===== src/rtl/tp_input_monitor_if.sv =====
// Bus bundle for the test-point input monitor: raw pin inputs, counter
// control, snapshot readback and the per-channel status outputs.
interface tp_input_monitor_if #(
  parameter int NCH   = 4,
  parameter int CNT_W = 16
);
  logic [NCH-1:0]   TP_IN;
  logic             CLR_CNT;
  logic             SNAP;
  logic [1:0]       RD_SEL;
  logic [CNT_W-1:0] RD_DATA;
  logic [NCH-1:0]   LEVEL;
  logic [NCH-1:0]   RISE;
  logic [NCH-1:0]   OVF;
  logic             SNAP_VALID;

  // Firmware / bench side: drives pins and controls, observes status.
  modport master (
    output TP_IN, CLR_CNT, SNAP, RD_SEL,
    input  RD_DATA, LEVEL, RISE, OVF, SNAP_VALID
  );

  // Monitor side.
  modport slave (
    input  TP_IN, CLR_CNT, SNAP, RD_SEL,
    output RD_DATA, LEVEL, RISE, OVF, SNAP_VALID
  );
endinterface


===== src/rtl/tp_input_monitor.sv =====
// Test-point input monitor. Each tri-stated test-point pin is synchronized
// to CLK, glitch-filtered, and its filtered rising edges are counted.
// Firmware can clear the live counters and snapshot them into a bank that
// is read back one channel at a time.
// Channel mapping: {TP_B35[10], TP_B35[9], TP_B26[1], TP_B26[0]}.
module tp_input_monitor #(
  parameter int NCH      = 4,
  parameter int FILT_LEN = 4,   // 1..15
  parameter int CNT_W    = 16
) (
  input  logic              CLK,
  input  logic              RST,
  tp_input_monitor_if.slave bus
);

  // Stability count at which a disagreeing value is accepted.
  localparam logic [3:0]       FC_LAST = 4'(FILT_LEN - 1);
  localparam logic [CNT_W-1:0] CNT_MAX = '1;

  logic [NCH-1:0]   s1_q;
  logic [NCH-1:0]   s2_q;
  logic [NCH-1:0]   level_w;
  logic [NCH-1:0]   rise_w;
  logic [NCH-1:0]   ovf_w;
  logic [CNT_W-1:0] cnt_w  [NCH];
  logic [CNT_W-1:0] snap_q [NCH];
  logic             snap_valid_q;
  logic [CNT_W-1:0] rd_data_q;

  // Two-flop synchronizer for the asynchronous pin inputs.
  always_ff @(posedge CLK or posedge RST) begin
    if (RST) begin
      s1_q <= '0;
      s2_q <= '0;
    end else begin
      s1_q <= bus.TP_IN;
      s2_q <= s1_q;
    end
  end

  for (genvar gi = 0; gi < NCH; gi++) begin : g_ch
    logic [3:0]       fc_q, fc_d;
    logic             lvl_q, lvl_d;
    logic             rise_q, rise_d;
    logic [CNT_W-1:0] cnt_q, cnt_d;
    logic             ovf_q, ovf_d;

    // Glitch filter: a new value must persist FILT_LEN cycles before the
    // filtered level takes it; any return to the current level restarts it.
    always_comb begin
      fc_d  = fc_q;
      lvl_d = lvl_q;
      if (s2_q[gi] == lvl_q) begin
        fc_d = '0;
      end else if (fc_q == FC_LAST) begin
        lvl_d = s2_q[gi];
        fc_d  = '0;
      end else begin
        fc_d = fc_q + 4'd1;
      end
    end

    // RISE is registered together with the level so both change on the same edge.
    assign rise_d = lvl_d & ~lvl_q;

    // Live edge counter: saturates at max and flags the lost increment;
    // a clear coinciding with a rise keeps that rise as the first count.
    always_comb begin
      cnt_d = cnt_q;
      ovf_d = ovf_q;
      if (bus.CLR_CNT) begin
        cnt_d = rise_q ? CNT_W'(1) : '0;
        ovf_d = 1'b0;
      end else if (rise_q) begin
        if (cnt_q != CNT_MAX) begin
          cnt_d = cnt_q + CNT_W'(1);
        end else begin
          ovf_d = 1'b1;
        end
      end
    end

    // Per-channel filter, edge and counter state.
    always_ff @(posedge CLK or posedge RST) begin
      if (RST) begin
        fc_q   <= '0;
        lvl_q  <= 1'b0;
        rise_q <= 1'b0;
        cnt_q  <= '0;
        ovf_q  <= 1'b0;
      end else begin
        fc_q   <= fc_d;
        lvl_q  <= lvl_d;
        rise_q <= rise_d;
        cnt_q  <= cnt_d;
        ovf_q  <= ovf_d;
      end
    end

    assign level_w[gi] = lvl_q;
    assign rise_w[gi]  = rise_q;
    assign ovf_w[gi]   = ovf_q;
    assign cnt_w[gi]   = cnt_q;
  end

  // Snapshot bank takes the pre-edge live counts; readback is registered.
  always_ff @(posedge CLK or posedge RST) begin
    if (RST) begin
      for (int i = 0; i < NCH; i++) begin
        snap_q[i] <= '0;
      end
      snap_valid_q <= 1'b0;
      rd_data_q    <= '0;
    end else begin
      if (bus.SNAP) begin
        for (int i = 0; i < NCH; i++) begin
          snap_q[i] <= cnt_w[i];
        end
        snap_valid_q <= 1'b1;
      end
      rd_data_q <= snap_q[bus.RD_SEL];
    end
  end

  assign bus.LEVEL      = level_w;
  assign bus.RISE       = rise_w;
  assign bus.OVF        = ovf_w;
  assign bus.SNAP_VALID = snap_valid_q;
  assign bus.RD_DATA    = rd_data_q;

endmodule


===== src/flat_wrapper.sv =====
// flat-port wrapper written by rule: the top's interface ports become plain ports
module tp_input_monitor_flat 
#(
  parameter int NCH      = 4,
  parameter int FILT_LEN = 4,           
  parameter int CNT_W    = 16
)
  (CLK, RST, bus_TP_IN, bus_CLR_CNT, bus_SNAP, bus_RD_SEL, bus_RD_DATA, bus_LEVEL, bus_RISE, bus_OVF, bus_SNAP_VALID);
  tp_input_monitor_if #(.NCH(NCH), .CNT_W(CNT_W)) bus_i ();
  input  logic CLK;
  input  logic RST;
  input wire logic [$bits(bus_i.TP_IN)-1:0] bus_TP_IN;
  input wire logic [$bits(bus_i.CLR_CNT)-1:0] bus_CLR_CNT;
  input wire logic [$bits(bus_i.SNAP)-1:0] bus_SNAP;
  input wire logic [$bits(bus_i.RD_SEL)-1:0] bus_RD_SEL;
  output wire logic [$bits(bus_i.RD_DATA)-1:0] bus_RD_DATA;
  output wire logic [$bits(bus_i.LEVEL)-1:0] bus_LEVEL;
  output wire logic [$bits(bus_i.RISE)-1:0] bus_RISE;
  output wire logic [$bits(bus_i.OVF)-1:0] bus_OVF;
  output wire logic [$bits(bus_i.SNAP_VALID)-1:0] bus_SNAP_VALID;
  assign bus_i.TP_IN = bus_TP_IN;
  assign bus_i.CLR_CNT = bus_CLR_CNT;
  assign bus_i.SNAP = bus_SNAP;
  assign bus_i.RD_SEL = bus_RD_SEL;
  assign bus_RD_DATA = bus_i.RD_DATA;
  assign bus_LEVEL = bus_i.LEVEL;
  assign bus_RISE = bus_i.RISE;
  assign bus_OVF = bus_i.OVF;
  assign bus_SNAP_VALID = bus_i.SNAP_VALID;
  tp_input_monitor #(.NCH(NCH), .FILT_LEN(FILT_LEN), .CNT_W(CNT_W)) u_core (.CLK(CLK), .RST(RST), .bus(bus_i));
endmodule

===== config.mk =====
export PLATFORM = sky130hd
export DESIGN_NAME = tp_input_monitor_flat
export DESIGN_NICKNAME = d
export VERILOG_FILES = /design/src/rtl/tp_input_monitor_if.sv /design/src/rtl/tp_input_monitor.sv /design/src/flat_wrapper.sv
export SDC_FILE = /design/constraint.sdc
export NUM_CORES = 1
export LEC_CHECK = 0
export CELL_PAD_IN_SITES_DETAIL_PLACEMENT = 0
export CELL_PAD_IN_SITES_GLOBAL_PLACEMENT = 2
export CORE_MARGIN = 1
export CORE_UTILIZATION = 45
export CTS_BUF_LIST = sky130_fd_sc_hd__clkbuf_8
export CTS_CLUSTER_SIZE = 8
export DETAILED_ROUTE_END_ITERATION = 10
export PLACE_DENSITY = 0.84
export SYNTH_ARGS = -nofsm -noshare
export SYNTH_HDL_FRONTEND = slang
export SYNTH_SLANG_ARGS = --single-unit

===== constraint.sdc =====
create_clock -name CLK -period 9.8 [get_ports CLK]
set_input_delay 0.98 -clock CLK [delete_from_list [all_inputs] [get_ports CLK]]
set_output_delay 0.98 -clock CLK [all_outputs]
set_load 0.005 [all_outputs]

==> reports/results.md <==
| Parameter | This run |
|---|---|
| Status | complete, no violations |
| Grt met1 use | 0.292 |
| Hold WS | 358 ps |
| Vertical die dimension | 137 um |
| Critical Path AT | 1670 ps |
| Post-place setup slack | 6590 ps |
| Sequential power share | 0.542 |
| Count of flip-flops with a built-in enable after synthesis | 0 |
| Power per Cell Area | 165 nW/um^2 |
| Maximum clock rate | 0.377 GHz |
| Total inserted antenna cells | 0 |
| Avg WL per Cell | 19.6 um |
| Count of port buffers added during placement | 38 |
| Number of unique standard cell types used by synthesis | 54 |
| Instance count of the mapped netlist | 655 |
| Final HPWL from detailed placement | 12200 um |
| Buffers and inverters on the worst path | 1 |
| Portion of total power attributed to the clock network | 0.368 |
| Worst slew pin tran | 1040 ps |
| Grt ovf | 0 |
| Cts hold-fix bufs | 0 |
| Buffer type at the clock tree root | sky130_fd_sc_hd__clkbuf_8 |
| Slowest stage cell, crit path | sky130_fd_sc_hd__dfrtp_1 |
| Largest driver fanout on the critical path | 8 |
| Count of final hold-check violations | 0 |
| Effective utilization at floorplan | 0.466 |
| Maximum ir drop on the vdd rail | 0.000116 V |
| Cell breakdown of the critical path | clkdlybuf4s50_1 |
| Area share of the leading cell type in the synthesized netlist | 0.554 |
| Post-synthesis sequential area ratio | 0.554 |
| Number of cell instances on the worst register-to-register path | 5 |
| IO Pins | 39 |
| Die ar. | 18700 sq um |
| Cell area after technology mapping | 8180 sq um |
| Via count of the first global-routing pass | 5299 |
| GR met3 Demand/Resource | 0.0444 |
| Sort of element at the start of the critical path | flop |
| Max Cap Viol | 0 |
| Std-Cell Rows | 48 |
| Setup total negative slack | 0 ps |
| Net switching power | 0.360 mW |
| Num CTS Buffers | 17 |
| Floorplan Core Area | 17500 sq um |
| P_leak | 3.99 nW |
| Slowest Stage Delay on Critical Path | 630 ps |
| Library cell with the largest summed area after synthesis | sky130_fd_sc_hd__dfrtp_1 |
| Share of the cycle needed by the critical path after routing | 0.271 |
| ANT nets after route | 0 |
| Kind of end point of the critical path | output pin |
| Setup fix buffers added after clock tree synthesis | 0 |
| Design internal power | 1.14 mW |
| Layout overhead on the synthesized area | 11.1% |
| Post-CTS clock slew at the launch and capture registers of the worst setup and hold paths | 90 ps |
| Setup repair after global routing missed its margin | no |
| Detailed Route Iter0 Violations | 384 |
| Final critical-path setup slack | 7150 ps |
| Number of cells on the worst hold path | 0 |
| Fraction of final layout cells sized beyond drive strength 1 | 0.206 |
| Overall routing resource usage | 0.210 |
| DR pass1 iterations | 4 |
| Cell family with most CP delay | flip-flops |
| Drt total wl | 18000 um |
| Antenna violations before repair | 0 |
| Clock tree from TritonCTS | done |
| Synth async-reset ratio | 1.00 |
| Period minus WS final | 2650 ps |
| Sw Share | 0.240 |
| Num Clock Sinks | 181 |
| Via-to-Cell Ratio | 5.84 |
| Required time of the critical path | 8820 ps |
| Met2 routing resource usage after global routing | 0.333 |
| DRC | 0 |
| Number of H-tree levels | 4 |
| Register-to-Register Setup Slack | 7450 ps |
| Number of vias in the routed layout | 5340 |
| Class of the worst hold path | flop to flop |
| Global-route wire length before repair | 29400 um |
| Number of failing setup endpoints in the final timing report | 0 |
| Number of slew-limit violations in the final report | 0 |
| Longest Clk Path Bufs | 2 |
| Die width | 137 um |
| Yosys reg bits | 181 |
| Busiest metal layer after global routing | met2 |
| Number of nets at the end of the flow | 695 |
| Maximum number of pins on one net before global-route repair | 117 |
| Weighted congestion reported at the end of routability-driven placement | 0.763 |
| Number of warnings printed during yosys synthesis | 0 |
| Most common flop cell mapped by yosys | sky130_fd_sc_hd__dfrtp_1 |
| Clock latency on the worst-skew pair | 460 ps |
| Slew headroom | 0.298 |
| Stages on the worst setup path | 1 |
| Layout Skew | 13.3 ps |
| Avg Cell Area, Syn | 12.5 sq um |
| Post-cts resize count | 0 |
| Part of the total power dissipated in combinational logic | 0.090 |
| Worst Setup Path Type | flop to output pin |
| Largest cells by area after synthesis | sky130_fd_sc_hd__dfrtp_1 55%, sky130_fd_sc_hd__mux2_2 9.6%, sky130_fd_sc_hd__mux4_2 4.4% |
| Synthesized Nets | 673 |
==> power groups by stage <==
stage | clock network, mW | registers [mW] | logic (mW)
finish | 0.552 | 0.813 | 0.135
global route | 0.597 | 0.819 | 0.150
CTS | 0.567 | 0.813 | 0.139
detailed placement | 0 | 0.828 | 0.137
global placement | 0 | 0.826 | 0.132
floorplan | 0 | 0.817 | 0.107
==> per-layer routing <==
metal,part of all wire,vias to the layer above,wire [um]
li1,-,2491,-
met1,0.48,2761,8550
met2,0.49,74,8720
met3,0.027,14,487
met4,0.011,0,206
met5,0,-,0
==> final timing paths <==
check | start | to
setup / recovery | u_core.g_ch[0].rise_q | bus_RISE[0]
hold / removal | u_core.s1_q[3] | u_core.s2_q[3]
setup reg to reg | u_core.g_ch[2].cnt_q[1] | u_core.g_ch[2].cnt_q[0]
hold reg to reg | u_core.s1_q[3] | u_core.s2_q[3]
max in group asynchronous | RST | u_core.snap_q[12]
min in group asynchronous | RST | u_core.g_ch[2].cnt_q[4]
==> cell families (layout without fill, tap and decap cells) <==
group / count (synthesis) / in the layout / synth area share
and+or+nand+nor: 206 / 206 / 0.152
buffers and inverters: 45 / 80 / 0.0297
AOI/OAI and AO/OA: 111 / 111 / 0.0909
xor gates and xnor gates: 12 / 12 / 0.0129
DFF: 181 / 181 / 0.554
adders and majority gates: 8 / 8 / 0.0122
muxes: 92 / 92 / 0.148
==> state kept, by name (all words and copies together), names as in the netlist <==
name,count
u_core.bus.SNAP_VALID,1
u_core.bus.RD_DATA,16
u_core.snap_q,64
u_core.g_ch.fc_q,16
u_core.s2_q,4
u_core.g_ch.cnt_q,64
u_core.s1_q,4
u_core.g_ch.lvl_q,4
u_core.g_ch.rise_q,4
u_core.g_ch.ovf_q,4
==> cells in the mapped netlist (all sizes together) (4+ instances only) <==
master / instances
and3b: 4
buf: 21
nor4: 6
nor2: 31
o31ai: 15
mux2: 71
o21ai: 25
clkbuf: 17
nand3: 28
nand4: 19
or4: 11
mux4: 16
dfrtp: 181
and4: 9
xor2: 6
mux2i: 5
nor3: 13
nand2b: 4
a21oi: 45
nand2: 27
ha: 8
and3: 8
inv: 6
xnor2: 6
nor2b: 7
nor3b: 4
nand3b: 4
o41ai: 8
or3: 25
o311ai: 4
==> cell type report <==
type | instances | area (sq um)
clock inverter | 13 | 180
fill | 1536 | 8460
sequential | 181 | 4530
timing repair buffer | 41 | 393
clock buffer | 19 | 262
inverter | 7 | 31.3
tap | 225 | 282
multi-input combinational | 429 | 3400
==> cell usage in the layout, fill, tap and decap left out, types with 16 or more instances in the layout <==
master and count:
sky130_fd_sc_hd__nor2_1 31, sky130_fd_sc_hd__mux2_2 70, sky130_fd_sc_hd__mux4_2 16, sky130_fd_sc_hd__nand2_1 27
sky130_fd_sc_hd__a21oi_1 45, sky130_fd_sc_hd__clkdlybuf4s50_1 36, sky130_fd_sc_hd__or3_1 25, sky130_fd_sc_hd__dfrtp_1 181
sky130_fd_sc_hd__o21ai_0 22, sky130_fd_sc_hd__clkbuf_8 19, sky130_fd_sc_hd__nand3_1 26
==> per-stage QoR <==
stage | instances | instance area, sq um | util | total power, mW
2_1_floorplan | 655 | 8180 | - | 0.925
3_3_place_gp | 883 | 8640 | 0.493 | 0.958
3_5_place_dp | 883 | 8640 | 0.493 | 0.965
4_1_cts | 915 | 9080 | 0.518 | 1.52
5_1_grt | 915 | 9080 | 0.518 | 1.57
6_report | 915 | 9080 | 0.518 | 1.50
Note: power is estimated with default switching activity, not from simulation.
